--- src/rtl/branch_resolve_buffer_if.sv ---
// rtl/branch_resolve_buffer_if.sv - dispatch, CDB and predictor-update signal bundle for branch_resolve_buffer
//
// Purpose: groups every non-clock/reset signal of branch_resolve_buffer.
//   master modport : the environment (dispatch, CDB, predictor, stats reader)
//   slave modport  : the branch_resolve_buffer itself
// Signal summary:
//   Dis_BrAlloc/Dis_BrPCBits/Dis_BrPrediction        dispatch allocation request
//   Brb_AllocTag/Brb_Full                            allocation tag and back-pressure
//   Cdb_Valid/Cdb_Branch/Cdb_BrTag/Cdb_BranchOutcome CDB branch resolution
//   Brb_Mispredict/Brb_MispredictTag                 registered mispredict pulse
//   Dis_CdbUpdBranch/Dis_CdbUpdBranchAddr/
//   Dis_CdbBranchOutcome                             registered predictor update
//   Brb_RetireCnt/Brb_MispCnt                        statistics (zero unless BRB_STATS_EN)
interface branch_resolve_buffer_if #(
  parameter int TAG_W = 2,
  parameter int PCB_W = 3
);
  logic             Dis_BrAlloc;
  logic [PCB_W-1:0] Dis_BrPCBits;
  logic             Dis_BrPrediction;
  logic [TAG_W-1:0] Brb_AllocTag;
  logic             Brb_Full;

  logic             Cdb_Valid;
  logic             Cdb_Branch;
  logic [TAG_W-1:0] Cdb_BrTag;
  logic             Cdb_BranchOutcome;

  logic             Brb_Mispredict;
  logic [TAG_W-1:0] Brb_MispredictTag;

  logic             Dis_CdbUpdBranch;
  logic [PCB_W-1:0] Dis_CdbUpdBranchAddr;
  logic             Dis_CdbBranchOutcome;

  logic [15:0]      Brb_RetireCnt;
  logic [15:0]      Brb_MispCnt;

  modport master (
    output Dis_BrAlloc, Dis_BrPCBits, Dis_BrPrediction,
    output Cdb_Valid, Cdb_Branch, Cdb_BrTag, Cdb_BranchOutcome,
    input  Brb_AllocTag, Brb_Full,
    input  Brb_Mispredict, Brb_MispredictTag,
    input  Dis_CdbUpdBranch, Dis_CdbUpdBranchAddr, Dis_CdbBranchOutcome,
    input  Brb_RetireCnt, Brb_MispCnt
  );

  modport slave (
    input  Dis_BrAlloc, Dis_BrPCBits, Dis_BrPrediction,
    input  Cdb_Valid, Cdb_Branch, Cdb_BrTag, Cdb_BranchOutcome,
    output Brb_AllocTag, Brb_Full,
    output Brb_Mispredict, Brb_MispredictTag,
    output Dis_CdbUpdBranch, Dis_CdbUpdBranchAddr, Dis_CdbBranchOutcome,
    output Brb_RetireCnt, Brb_MispCnt
  );
endinterface

--- src/rtl/branch_resolve_buffer.sv ---
// rtl/branch_resolve_buffer.sv - in-order retire buffer for conditional branches resolved out of order on the CDB
//
// Purpose: dispatch allocates one entry per conditional branch (index = branch tag),
//   the CDB resolves entries in any order, a wrong prediction raises a one-cycle
//   mispredict pulse and flushes every younger entry, and resolved entries retire
//   in program order one per cycle as a registered predictor-update triple.
// Ports:
//   clk     rising-edge clock
//   resetb  asynchronous active-low reset (all entries invalid, all outputs 0)
//   brb     slave modport of branch_resolve_buffer_if (dispatch, CDB, update, stats)
// Configuration:
//   BRB_STATS_EN  when defined, builds saturating 16-bit retire and mispredict
//                 counters; otherwise Brb_RetireCnt/Brb_MispCnt are tied to 0.
module branch_resolve_buffer #(
  parameter int TAG_W = 2,
  parameter int PCB_W = 3
) (
  input logic                    clk,
  input logic                    resetb,
  branch_resolve_buffer_if.slave brb
);
  localparam int DEPTH = 2 ** TAG_W;
  localparam int CNT_W = TAG_W + 1;
  localparam logic [CNT_W-1:0] FULL_COUNT = CNT_W'(DEPTH);

  typedef logic [TAG_W-1:0] tag_t;
  typedef logic [CNT_W-1:0] cnt_t;

  // Entry storage
  logic             entValid    [DEPTH];
  logic [PCB_W-1:0] entPcBits   [DEPTH];
  logic             entPred     [DEPTH];
  logic             entResolved [DEPTH];
  logic             entOutcome  [DEPTH];

  tag_t head;
  tag_t tail;
  cnt_t count;
  tag_t headNext;
  tag_t tailNext;
  cnt_t countNext;

  tag_t cdbTag;
  tag_t tagAge;
  logic resolveHit;
  logic mispDetect;
  logic allocDo;
  logic retireDo;
  logic flushEnt [DEPTH];

  // Registered outputs
  logic             mispReg;
  tag_t             mispTagReg;
  logic             updReg;
  logic [PCB_W-1:0] updAddrReg;
  logic             updOutcomeReg;

  assign cdbTag = brb.Cdb_BrTag;

  // Only a still-pending valid entry can be resolved; repeats and stale tags are ignored.
  assign resolveHit = brb.Cdb_Valid && brb.Cdb_Branch &&
                      entValid[cdbTag] && !entResolved[cdbTag];
  assign mispDetect = resolveHit && (brb.Cdb_BranchOutcome != entPred[cdbTag]);

  // An allocation in a mispredict cycle would land on the wrong path, so drop it.
  assign allocDo  = brb.Dis_BrAlloc && !brb.Brb_Full && !mispDetect;

  // Retire looks at stored state only, so a same-cycle CDB result waits one cycle.
  assign retireDo = entValid[head] && entResolved[head];

  // Age of the resolving branch relative to the oldest entry (wraps mod DEPTH).
  assign tagAge = cdbTag - head;

  assign brb.Brb_AllocTag = tail;
  assign brb.Brb_Full     = (count == FULL_COUNT);

  // Valid entries are contiguous from head, so "younger than the mispredicted
  // branch" is simply a larger age measured from head.
  always_comb begin
    for (int i = 0; i < DEPTH; i++) begin
      flushEnt[i] = mispDetect && entValid[i] && ((tag_t'(i) - head) > tagAge);
    end
  end

  always_comb begin
    headNext = head + tag_t'(retireDo);
    if (mispDetect) begin
      tailNext  = cdbTag + tag_t'(1);
      countNext = {1'b0, tagAge} + cnt_t'(1) - cnt_t'(retireDo);
    end else begin
      tailNext  = tail + tag_t'(allocDo);
      countNext = count + cnt_t'(allocDo) - cnt_t'(retireDo);
    end
  end

  // Pointer and entry state. Flush, resolve, retire and allocate never touch the
  // same entry in one cycle: flushed entries are younger than the resolving one,
  // the retiring head is already resolved, and the tail slot is always invalid
  // when an allocation is accepted.
  always_ff @(posedge clk or negedge resetb) begin
    if (!resetb) begin
      head  <= '0;
      tail  <= '0;
      count <= '0;
      for (int i = 0; i < DEPTH; i++) begin
        entValid[i]    <= 1'b0;
        entPcBits[i]   <= '0;
        entPred[i]     <= 1'b0;
        entResolved[i] <= 1'b0;
        entOutcome[i]  <= 1'b0;
      end
    end else begin
      head  <= headNext;
      tail  <= tailNext;
      count <= countNext;
      for (int i = 0; i < DEPTH; i++) begin
        if (flushEnt[i]) begin
          entValid[i]    <= 1'b0;
          entResolved[i] <= 1'b0;
        end
      end
      if (resolveHit) begin
        entResolved[cdbTag] <= 1'b1;
        entOutcome[cdbTag]  <= brb.Cdb_BranchOutcome;
      end
      if (retireDo) begin
        entValid[head]    <= 1'b0;
        entResolved[head] <= 1'b0;
      end
      if (allocDo) begin
        entValid[tail]    <= 1'b1;
        entResolved[tail] <= 1'b0;
        entPcBits[tail]   <= brb.Dis_BrPCBits;
        entPred[tail]     <= brb.Dis_BrPrediction;
      end
    end
  end

  // Mispredict pulse and predictor update; address/outcome hold between updates.
  always_ff @(posedge clk or negedge resetb) begin
    if (!resetb) begin
      mispReg       <= 1'b0;
      mispTagReg    <= '0;
      updReg        <= 1'b0;
      updAddrReg    <= '0;
      updOutcomeReg <= 1'b0;
    end else begin
      mispReg <= mispDetect;
      if (mispDetect) begin
        mispTagReg <= cdbTag;
      end
      updReg <= retireDo;
      if (retireDo) begin
        updAddrReg    <= entPcBits[head];
        updOutcomeReg <= entOutcome[head];
      end
    end
  end

  assign brb.Brb_Mispredict       = mispReg;
  assign brb.Brb_MispredictTag    = mispTagReg;
  assign brb.Dis_CdbUpdBranch     = updReg;
  assign brb.Dis_CdbUpdBranchAddr = updAddrReg;
  assign brb.Dis_CdbBranchOutcome = updOutcomeReg;

`ifdef BRB_STATS_EN
  logic [15:0] retireCnt;
  logic [15:0] mispCnt;

  // Counters advance on the same edge that raises the update / mispredict pulse.
  always_ff @(posedge clk or negedge resetb) begin
    if (!resetb) begin
      retireCnt <= '0;
      mispCnt   <= '0;
    end else begin
      if (retireDo && (retireCnt != 16'hFFFF)) begin
        retireCnt <= retireCnt + 16'd1;
      end
      if (mispDetect && (mispCnt != 16'hFFFF)) begin
        mispCnt <= mispCnt + 16'd1;
      end
    end
  end

  assign brb.Brb_RetireCnt = retireCnt;
  assign brb.Brb_MispCnt   = mispCnt;
`else
  assign brb.Brb_RetireCnt = '0;
  assign brb.Brb_MispCnt   = '0;
`endif

endmodule

--- src/flat_wrapper.sv ---
// flat-port wrapper written by rule: the top's interface ports become plain ports
module branch_resolve_buffer_flat 
#(
  parameter int TAG_W = 2,
  parameter int PCB_W = 3
)
  (clk, resetb, brb_Dis_BrAlloc, brb_Dis_BrPCBits, brb_Dis_BrPrediction, brb_Cdb_Valid, brb_Cdb_Branch, brb_Cdb_BrTag, brb_Cdb_BranchOutcome, brb_Brb_AllocTag, brb_Brb_Full, brb_Brb_Mispredict, brb_Brb_MispredictTag, brb_Dis_CdbUpdBranch, brb_Dis_CdbUpdBranchAddr, brb_Dis_CdbBranchOutcome, brb_Brb_RetireCnt, brb_Brb_MispCnt);
  branch_resolve_buffer_if #(.TAG_W(TAG_W), .PCB_W(PCB_W)) brb_i ();
  input logic clk;
  input logic resetb;
  input wire logic [$bits(brb_i.Dis_BrAlloc)-1:0] brb_Dis_BrAlloc;
  input wire logic [$bits(brb_i.Dis_BrPCBits)-1:0] brb_Dis_BrPCBits;
  input wire logic [$bits(brb_i.Dis_BrPrediction)-1:0] brb_Dis_BrPrediction;
  input wire logic [$bits(brb_i.Cdb_Valid)-1:0] brb_Cdb_Valid;
  input wire logic [$bits(brb_i.Cdb_Branch)-1:0] brb_Cdb_Branch;
  input wire logic [$bits(brb_i.Cdb_BrTag)-1:0] brb_Cdb_BrTag;
  input wire logic [$bits(brb_i.Cdb_BranchOutcome)-1:0] brb_Cdb_BranchOutcome;
  output wire logic [$bits(brb_i.Brb_AllocTag)-1:0] brb_Brb_AllocTag;
  output wire logic [$bits(brb_i.Brb_Full)-1:0] brb_Brb_Full;
  output wire logic [$bits(brb_i.Brb_Mispredict)-1:0] brb_Brb_Mispredict;
  output wire logic [$bits(brb_i.Brb_MispredictTag)-1:0] brb_Brb_MispredictTag;
  output wire logic [$bits(brb_i.Dis_CdbUpdBranch)-1:0] brb_Dis_CdbUpdBranch;
  output wire logic [$bits(brb_i.Dis_CdbUpdBranchAddr)-1:0] brb_Dis_CdbUpdBranchAddr;
  output wire logic [$bits(brb_i.Dis_CdbBranchOutcome)-1:0] brb_Dis_CdbBranchOutcome;
  output wire logic [$bits(brb_i.Brb_RetireCnt)-1:0] brb_Brb_RetireCnt;
  output wire logic [$bits(brb_i.Brb_MispCnt)-1:0] brb_Brb_MispCnt;
  assign brb_i.Dis_BrAlloc = brb_Dis_BrAlloc;
  assign brb_i.Dis_BrPCBits = brb_Dis_BrPCBits;
  assign brb_i.Dis_BrPrediction = brb_Dis_BrPrediction;
  assign brb_i.Cdb_Valid = brb_Cdb_Valid;
  assign brb_i.Cdb_Branch = brb_Cdb_Branch;
  assign brb_i.Cdb_BrTag = brb_Cdb_BrTag;
  assign brb_i.Cdb_BranchOutcome = brb_Cdb_BranchOutcome;
  assign brb_Brb_AllocTag = brb_i.Brb_AllocTag;
  assign brb_Brb_Full = brb_i.Brb_Full;
  assign brb_Brb_Mispredict = brb_i.Brb_Mispredict;
  assign brb_Brb_MispredictTag = brb_i.Brb_MispredictTag;
  assign brb_Dis_CdbUpdBranch = brb_i.Dis_CdbUpdBranch;
  assign brb_Dis_CdbUpdBranchAddr = brb_i.Dis_CdbUpdBranchAddr;
  assign brb_Dis_CdbBranchOutcome = brb_i.Dis_CdbBranchOutcome;
  assign brb_Brb_RetireCnt = brb_i.Brb_RetireCnt;
  assign brb_Brb_MispCnt = brb_i.Brb_MispCnt;
  branch_resolve_buffer #(.TAG_W(TAG_W), .PCB_W(PCB_W)) u_core (.clk(clk), .resetb(resetb), .brb(brb_i));
endmodule
--- config.mk ---
export PLATFORM = sky130hd
export DESIGN_NAME = branch_resolve_buffer_flat
export DESIGN_NICKNAME = d
export VERILOG_FILES = /design/src/rtl/branch_resolve_buffer_if.sv /design/src/rtl/branch_resolve_buffer.sv /design/src/flat_wrapper.sv
export SDC_FILE = /design/constraint.sdc
export NUM_CORES = 1
export LEC_CHECK = 0
export ABC_AREA = 1
export CORE_MARGIN = 8
export CORE_UTILIZATION = 40
export DETAILED_ROUTE_END_ITERATION = 6
export GPL_TIMING_DRIVEN = 0
export PLACE_DENSITY = 0.72
export SLEW_MARGIN = 0
export SYNTH_ARGS = -nofsm -noshare
export SYNTH_HDL_FRONTEND = slang
export SYNTH_SLANG_ARGS = --single-unit
--- constraint.sdc ---
create_clock -name clk -period 3.39 [get_ports clk]
set_input_delay 0.678 -clock clk [delete_from_list [all_inputs] [get_ports clk]]
set_output_delay 0.678 -clock clk [all_outputs]
set_load 0.02 [all_outputs]
==> Word level (Yosys, flattened, before mapping) <==
Index checks and enable logic that the tools add are counted.
{ "word_totals": {"reg_bits": 43, "latch_bits": 0, "ramBits": 0, "rom_bits": 0, "in_bits": 12, "out_inout_bits": 43, "wordCells": 130, "n_memories": 0} }
{ "op_classes": {"add_sub_neg": 12, "n_mul": 0, "n_div": 0, "magnitude_cmp": 10, "n_eq_ne": 2, "shift": 0, "n_mux": 47, "bitwise_logic": 10, "n_reduce_logical": 21} }
{ "op_table": {"columns": ["op", "count"], "rows": [
  ["two-way mux 1 bit", 23],
  ["two-way mux 4 bit", 5],
  ["logical AND 1 bit", 18],
  ["AND 4 bit", 3],
  ["binary-select mux 1 bit (select 2 bit)", 6],
  ["bitwise mux 12 bit", 1],
  ["two-way mux 3 bit", 4],
  [">= comparator 3 bit, second input constant", 3],
  ["less-than comparator 3 x 1 -> 1 bit, second input constant", 3],
  ["NOT 2 -> 3 bit", 3],
  ["bitwise mux 4 bit", 2],
  ["> comparator 2 bit", 4],
  ["NOT 4 bit", 2],
  ["bitwise OR 4 bit", 2],
  ["binary-select mux 3 bit (select 2 bit)", 1],
  ["demux 1 bit (select 2 bit)", 3],
  ["demux 3 bit (select 2 bit)", 1],
  ["subtractor 3 x 1 -> 3 bit", 2],
  ["adder 2 x 1 -> 2 bit", 2],
  ["subtractor 1 x 2 -> 2 bit, first input constant", 2],
  ["subtractor 2 bit, first input constant", 2],
  ["adder 2 x 1 -> 3 bit, second input constant", 1],
  ["adder 3 x 1 -> 3 bit", 1],
  ["== test 3 bit, second input constant", 1],
  ["other kinds (5)", 7]
]} }

==> Longest topological paths before layout <==
Gate-level depths: netlist of run 1.
{ "logic_depth": {"ltp_word": 16, "ltp_mapped": 15} }

==> Worst setup path before layout of run 1 <==
OpenSTA, ideal clock, no wires.
{ "synth_timing": {"kind": "reg2reg", "start": "register u_core.head[0]", "end": "register u_core.count[2]", "arrival_ps": 2294, "required_ps": 3263, "path_slack_ps": 969, "path_stages_with_launch": 13, "n_path_buf": 1, "cell_sequence": "dfrtp_1 -> clkinv_1 -> nand3_1 -> nand3_1 -> nand2_1 -> inv_1 -> buf_2 -> ha_1 -> inv_1 -> ha_1 -> fa_1 -> xnor2_1 -> o21ai_0"} }
{ "synth_between": {"elab_chain_len": 7} }
{ "synth_rtl": {"columns": ["element", "line", "rtl"], "rows": [
  ["start: declaration", "branch_resolve_buffer.sv:36", "tag_t head;"],
  ["start signal: assignment", "branch_resolve_buffer.sv:113", "head <= headNext;"],
  ["NOT 2 -> 3 bit (implied by the code) (*)", "branch_resolve_buffer.sv:69", "assign retireDo = entValid[head] && entResolved[head];"],
  ["binary-select mux 1 bit (select 2 bit)", "branch_resolve_buffer.sv:69", null],
  ["two-way mux 1 bit (implied by the code) (2 in a row)", "branch_resolve_buffer.sv:69", null],
  ["logical AND 1 bit (*)", "branch_resolve_buffer.sv:69", null],
  ["net u_core.retireDo", "branch_resolve_buffer.sv:48", "logic retireDo;"],
  ["subtractor 3 x 1 -> 3 bit, on equally long branches", "branch_resolve_buffer.sv:92, branch_resolve_buffer.sv:89", null],
  ["two-way mux 3 bit (*)", "branch_resolve_buffer.sv:87", "if (mispDetect) begin"],
  ["net u_core.countNext[2]", "branch_resolve_buffer.sv:41", "cnt_t countNext;"],
  ["end signal: assignment", "branch_resolve_buffer.sv:115", "count <= countNext;"],
  ["end: declaration", "branch_resolve_buffer.sv:38", "cnt_t count;"]
]} }
Mark *: on every way through the listed nets, which the timed path passes. The rest lies on a longest branch. The select of a mux whose other input is x is not followed.
A chain may end at the register's enable or synchronous reset.

==> Final worst setup path of run 1 <==
{ "layout_timing": {"start": "input brb_Cdb_BrTag[0]", "end": "register u_core.count[2]"} }
{ "layout_between": {"elab_chain_len": 12} }
{ "layout_rtl": {"columns": ["element", "line", "rtl"], "rows": [
  ["start: declaration", "flat_wrapper.sv:16", "input wire logic [$bits(brb_i.Cdb_BrTag)-1:0] brb_Cdb_BrTag;"],
  ["NOT 2 -> 3 bit (implied by the code)", "branch_resolve_buffer.sv:62, branch_resolve_buffer.sv:63", null],
  ["binary-select mux 1 bit (select 2 bit)", "branch_resolve_buffer.sv:62", "entValid[cdbTag] && !entResolved[cdbTag];"],
  ["two-way mux 1 bit (implied by the code) (2 in a row)", "branch_resolve_buffer.sv:62", null],
  ["logical AND 1 bit / zero test 1 bit (equally long branches)", "branch_resolve_buffer.sv:61, branch_resolve_buffer.sv:62", null],
  ["logical AND 1 bit", "branch_resolve_buffer.sv:62", null],
  ["logical AND 1 bit", "branch_resolve_buffer.sv:63", "assign mispDetect = resolveHit && (brb.Cdb_BranchOutcome != entPred[cdbTag]);"],
  ["zero test 1 bit", "branch_resolve_buffer.sv:66", "assign allocDo = brb.Dis_BrAlloc && !brb.Brb_Full && !mispDetect;"],
  ["logical AND 1 bit", "branch_resolve_buffer.sv:66", null],
  ["adder 3 x 1 -> 3 bit", "branch_resolve_buffer.sv:92", "countNext = count + cnt_t'(allocDo) - cnt_t'(retireDo);"],
  ["subtractor 3 x 1 -> 3 bit", "branch_resolve_buffer.sv:92", null],
  ["two-way mux 3 bit (*)", "branch_resolve_buffer.sv:87", null],
  ["net u_core.countNext[2]", "branch_resolve_buffer.sv:41", null]
]} }
Marked as above.

==> results of run 1 <==
## metrics by stage
step | hold slack [ps] | util, % | setup slack [ps]
CTS | 281.7 | 49.76 | 306.1
global route | 293.2 | 49.76 | 110.5
detailed placement | 471.6 | 48.43 | -5.300
floorplan | 382.4 | - | 969.0
global placement | 460.5 | 48.20 | 7.558
finish | 277.2 | 49.76 | 326.8
## per-layer routing
| layer | routed length [um] | share of wire, % | vias up |
|---|---|---|---|
| li1 | - | - | 1087 |
| met1 | 2508 | 45 | 960 |
| met2 | 2561 | 46 | 55 |
| met3 | 403 | 7.3 | 4 |
| met4 | 57 | 1.0 | 0 |
| met5 | 0 | 0 | - |
## placed cells by master (no fill, tap or decap), types with 3 or more instances in the layout
master,count
nand3_1,17
o21ai_0,21
nand2_1,81
inv_2,3
xnor2_1,3
a21oi_1,6
a31oi_1,4
buf_2,3
dfrtp_1,43
clkbuf_8,5
buf_4,33
clkdlybuf4s50_1,21
ha_1,17
nand3_2,4
inv_1,32
conb_1,32
nor2_1,28
o21ai_1,12
## path summary, 6_finish.rpt
check                      cells after the start                                     endpoint  slack [ps]                                   startpoint
max in group asynchronous                      2                u_core.entPred[3]$_DFFE_PN0P_        2640                                       resetb
setup / recovery                              14                    u_core.count[2]$_DFF_PN0_         330                             brb_Cdb_BrTag[0]
hold reg to reg                                2  u_core.brb.Brb_MispredictTag[0]$_DFFE_PN0N_         490  u_core.brb.Brb_MispredictTag[0]$_DFFE_PN0N_
hold / removal                                 1        u_core.brb.Dis_CdbUpdBranch$_DFF_PN0_         280                                       resetb
min in group clk                               2  u_core.brb.Brb_MispredictTag[0]$_DFFE_PN0N_         490  u_core.brb.Brb_MispredictTag[0]$_DFFE_PN0N_
setup reg to reg                              12                    u_core.count[2]$_DFF_PN0_         460                     u_core.head[0]$_DFF_PN0_
## where the power goes
part           internal, mW  switching (mW)  leakage [nW]  total (mW)
clock network         0.144           0.177        0.0412       0.322
registers             0.760           0.173         0.527       0.934
logic                 0.567           0.795          1.12        1.36
total                  1.47            1.15          1.69        2.62
## critical path: stages
cell,delay [ps]
clkdlybuf4s50_1,620
inv_2,250
nand3_1,100
nand3_1,90
nand3_2,150
nor2_4,190
inv_2,60
buf_6,150
nand2_1,60
inv_1,50
ha_1,210
fa_1,390
xnor2_1,150
o21ai_0,90
## flip-flops by register name, summed over array words and instances (netlist names)
signal,flops
u_core.brb.Dis_CdbBranchOutcome,1
u_core.brb.Brb_Mispredict,1
u_core.count,3
u_core.brb.Brb_AllocTag,2
u_core.brb.Brb_MispredictTag,2
u_core.head,2
u_core.entPred,4
u_core.entResolved,4
u_core.entValid,4
u_core.entOutcome,4
u_core.brb.Dis_CdbUpdBranchAddr,3
u_core.brb.Dis_CdbUpdBranch,1
u_core.entPcBits,12
## layout make-up
type,instances,area [um^2]
sequential,43,1076
multi-input combinational,240,1277
buffer,37,272.8
tap,77,96.34
inverter,36,135.1
clock inverter,2,12.51
fill,637,3208
timing repair buffer,23,235.2
clock buffer,6,72.57
## cells by family after synthesis
group | count (synthesis) | share of synthesized area (%)
AO/OA/AOI/OAI | 46 | 9.177
XOR/XNOR | 5 | 1.656
adder cells (fa/ha/maj) | 18 | 8.798
buffers and inverters | 73 | 15.42
flip-flops | 43 | 40.68
other | 1 | 0.1418
AND/OR/NAND/NOR | 139 | 24.13
==> flow_summary_export.csv, run 1 <==
group,metric,value,unit
run_status,outcome,"completed",
cells_and_area,final_cells,464,
cells_and_area,area_growth,20.15,%
cells_and_area,antennaDiodeCount,0,
yosys,ys_top_cells_by_count,"nand2_1, dfrtp_1, buf_4, inv_1, nor2_1",
cts,clk_pin_slew,80,ps
sta,setup_tns,0,ps
routing,first_pass_iters,4,
sta,layout_min_cycle_time,3063,ps
cts,clockBufferDepth,2,
routing,drtAntennaViolNets,0,
global_routing,grt_antenna_before_repair,0,
placed_design,dpl.cell_count,456,
global_routing,grt_util_met3,3.058,%
cells_and_area,final_cell_area,3178,um^2
worst_setup_path,cp-start-kind,"primary input",
power,pwr_density_cell,823.6,nW/um^2
die,die_area,9470,um^2
placed_design,place_hpwl,4.292,mm
yosys,synth_area_leader_cell,"dfrtp_1",
placed_design,dpl-instance-area,3093,um^2
yosys,synth_cells,325,
cts,post_cts_buffers,0,
die,ios,55,
die,core_area,6386,um^2
global_routing,grt_overflow_total,0,
yosys,syn_avg_cell_area,8.139,um^2
sta,setup_viol,0,
yosys,ys_ff_latch,43,
global_routing,grt_most_used_layer,"met2",
cts,insertion_delay,290,ps
cts,cts.sinks,43,
worst_hold_path,hold_path.class,"primary input to async pin",
cts,cts-htree-levels,2,
cells_and_area,drive_above_1_share,15.25,%
global_routing,grt_usage,11.62,%
sta,max_freq,326.5,MHz
power,p_leak,1.690,nW
yosys,synth-main-ff-cell,"dfrtp_1",
global_routing,use_met1,13.78,%
yosys,yosys_warnings,0,
yosys,synth_edf_count,0,
placed_design,port_buffers,22,
sta,finClkSkew,3.262,ps
die,die_height,97.32,um
power,ir_drop,0.3348,mV
cts,ctsResizeCount,0,
yosys,synth_cell_types,32,
yosys,synth_area,2645,um^2
cts,hold_buffers,0,
yosys,async_flop_share,100.0,%
cts,cts_root_buf,"clkbuf_8",
worst_setup_path,worstPathRequired,3570,ps
yosys,synth_top_area_share,40.68,%
sta,report.final.slew_viol_count,0,
routing,post_drt_wl_per_cell,11.92,um
die,rows,29,
routing,via_per_inst,4.539,
yosys,synth.most_common_cell,"nand2_1",
die,start_util,41.42,%
placed_design,gp_congestion,0.8457,
sta,post-route-period-util,90.36,%
cts,cts_tree,"yes",
worst_setup_path,cp-end-kind,"flip-flop",
routing,route.vias.total,2106,
power,totalPowerFinal,2.618,mW
worst_setup_path,worstPathArrival,3240,ps
yosys,synth.area.top_cells,"dfrtp_1, nand2_1, buf_4, ha_1, inv_1",
global_routing,grt_pass1_vias,1949,
global_routing,grt_pass1_wl,9.239,mm
flow_run,cap_violations,0,
worst_setup_path,cp_max_fo,10,
die,dieWidth,97.32,um
cells_and_area,nets,416,
routing,drt_iter0_markers,107,
sta,finalHoldViolCount,0,
worst_setup_path,crit_type,"primary input to flip-flop",
routing,drt-total-wl,5.530,mm
routing,route.detailed.drc,0,
sta,rsz0062_at_grt,"no",
cts,cts_buffers,5,
yosys,seq_area_frac_synth,40.68,%
global_routing,grt_max_degree,32,
global_routing,met2_usage,19.58,%
Power figures use the tool's default switching activity.
==> run 2: changes to the inputs <==
==> constraint.sdc (replaced) <==
create_clock -name clk -period 3.8 [get_ports clk]
set_input_delay 0.76 -clock clk [delete_from_list [all_inputs] [get_ports clk]]
set_output_delay 0.76 -clock clk [all_outputs]
set_load 0.02 [all_outputs]
==> results of run 2 <==
Same layout as run 1 (identical final DEF). Status: completed.
Main changes from that run: setup slack after placement -5.300 ps -> 322.7 ps; setup slack after layout 326.8 ps -> 654.8 ps; hold slack 277.2 ps -> 359.2 ps; register-to-register setup slack 460 ps -> 870 ps; total power 2.618 mW -> 2.335 mW; worst IR drop on VDD 0.3348 mV -> 0.2987 mV
==> run 3: changes to the inputs <==
==> constraint.sdc (replaced) <==
create_clock -name clk -period 3.07 [get_ports clk]
set_input_delay 0.614 -clock clk [delete_from_list [all_inputs] [get_ports clk]]
set_output_delay 0.614 -clock clk [all_outputs]
set_load 0.02 [all_outputs]
==> run 3 against run 2 <==
Effect of this change:
- final cell count unchanged
- sequential share of layout area down 0.093 points
- design area up 0.28%
- total power up 24%
- sequential power up 24%
- core utilization up 0.14 points
- clock skew up 0.60 ps
- clock power up 23%
- non-clock buffer count unchanged
- critical path type is now flip-flop to flip-flop
- largest power group unchanged
- highest routed layer unchanged
==> flow_summary_export.csv, run 3 (synthesis results as in run 1) <==
group,metric,value,unit
routing,route.vias.total,2104,
placed_design,port_buffers,22,
sta,layout_min_cycle_time,2876,ps
routing,drt-total-wl,5.520,mm
cts,post_cts_buffers,0,
global_routing,grt_pass1_vias,1949,
worst_setup_path,cp-start-kind,"flip-flop",
sta,setup_viol,0,
cells_and_area,final_cells,464,
die,start_util,41.42,%
routing,drtAntennaViolNets,0,
worst_setup_path,reg2regPathDepth,12,
sta,finClkSkew,3.866,ps
die,die_height,97.32,um
cts,clk_pin_slew,80,ps
sta,setup_tns,0,ps
placed_design,dpl.cell_count,456,
worst_setup_path,crit_type,"flip-flop to flip-flop",
worst_hold_path,hold_path.class,"primary input to async pin",
power,pwr_density_cell,907.0,nW/um^2
cells_and_area,nets,416,
die,core_area,6386,um^2
global_routing,grt_antenna_before_repair,0,
cts,ctsResizeCount,0,
worst_setup_path,cp_max_fo,12,
placed_design,place_hpwl,4.292,mm
cells_and_area,top_register,"u_core.entPcBits",
routing,first_pass_iters,4,
routing,drt_iter0_markers,119,
sta,post-route-period-util,93.67,%
cts,cts_buffers,5,
cts,cts_tree,"yes",
worst_setup_path,worstPathRequired,3250,ps
cts,cts-htree-levels,2,
flow_run,cap_violations,0,
global_routing,grt_usage,11.62,%
routing,post_drt_wl_per_cell,11.90,um
cts,insertion_delay,290,ps
sta,finalHoldViolCount,0,
global_routing,grt_pass1_wl,9.239,mm
cells_and_area,drive_above_1_share,15.50,%
cells_and_area,nFillCells,637,
die,ios,55,
cts,hold_buffers,0,
die,die_area,9470,um^2
die,dieWidth,97.32,um
sta,max_freq,347.7,MHz
cells_and_area,final_cell_mix,"nand2_1, dfrtp_1, buf_4",
sta,report.final.slew_viol_count,0,
cts,cts_root_buf,"clkbuf_8",
cts,cts.sinks,43,
die,rows,29,
run_status,outcome,"completed",
cts,clockBufferDepth,2,
global_routing,grt_overflow_total,0,
power,ir_drop,0.3683,mV
cells_and_area,largest_register_ffs,12,
routing,route.detailed.drc,0,
placed_design,gp_congestion,0.8457,
worst_setup_path,cp-end-kind,"flip-flop",
power,p_leak,1.707,nW
cells_and_area,area_growth,20.48,%
cells_and_area,final_common_cell,"nand2_1",
cells_and_area,antennaDiodeCount,0,
global_routing,grt_max_degree,32,
worst_setup_path,worstPathArrival,3050,ps
routing,via_per_inst,4.534,
sta,rsz0062_at_grt,"no",
## run 3: worst paths after layout
kind / start / end / slack, ps
max in group asynchronous: resetb / u_core.entPred[3]$_DFFE_PN0P_ / 2390
min reg2reg: u_core.brb.Brb_MispredictTag[0]$_DFFE_PN0N_ / u_core.brb.Brb_MispredictTag[0]$_DFFE_PN0N_ / 490
min in group clk: u_core.brb.Brb_MispredictTag[0]$_DFFE_PN0N_ / u_core.brb.Brb_MispredictTag[0]$_DFFE_PN0N_ / 490
max reg2reg: u_core.head[0]$_DFF_PN0_ / u_core.count[2]$_DFF_PN0_ / 190
max: u_core.head[0]$_DFF_PN0_ / u_core.count[2]$_DFF_PN0_ / 190
min: resetb / u_core.entResolved[0]$_DFF_PN0_ / 210
## run 3: critical path, cell delays in order (launching register included)
cell	delay [ps]
dfrtp_1	600
clkinvlp_4	350
nand3_1	130
nand3_1	70
nand2_1	130
inv_1	100
buf_2	220
ha_1	300
inv_1	40
ha_1	190
fa_1	390
xnor2_1	150
o21ai_0	90
## run 3: through the flow
stage	hold WS (ps)	area [um^2]	setup WS [ps]	total power, mW	util, %
after CTS	217.7	3178	50.13	2.907	49.76
after global routing	229.2	3187	24.97	3.139	49.90
final	214.6	3187	194.2	2.890	49.90
after floorplan	318.4	2761	649.0	2.102	-
after detailed placement	471.6	3093	-261.3	2.540	48.43
after global placement	460.5	3078	-248.4	2.481	48.20
## run 3: routing by layer
layer | GRT usage, % | vias to the layer above | part of all wire (%)
met5 | 0 | - | 0
met4 | 4.429 | 0 | 1.0
met3 | 3.058 | 4 | 7.2
met2 | 19.58 | 54 | 47
met1 | 13.78 | 962 | 45
li1 | - | 1084 | -
## run 3: power breakdown
| part | switching (mW) | leakage (nW) | total, mW | internal, mW |
|---|---|---|---|---|
| clock network | 0.194 | 0.0412 | 0.353 | 0.159 |
| registers | 0.193 | 0.527 | 1.03 | 0.839 |
| logic | 0.877 | 1.14 | 1.50 | 0.628 |
## run 3: cell type report
| class | instances | area [um^2] | area share [%] |
|---|---|---|---|
| Multi-Input combinational cell | 240 | 1277 | 40.09 |
| Sequential cell | 43 | 1076 | 33.77 |
| Buffer | 37 | 272.8 | 8.559 |
| Timing Repair Buffer | 23 | 240.2 | 7.538 |
| Inverter | 36 | 138.9 | 4.358 |
| Tap cell | 77 | 96.34 | 3.023 |
| Clock buffer | 6 | 72.57 | 2.277 |
| Clock inverter | 2 | 12.51 | 0.3926 |
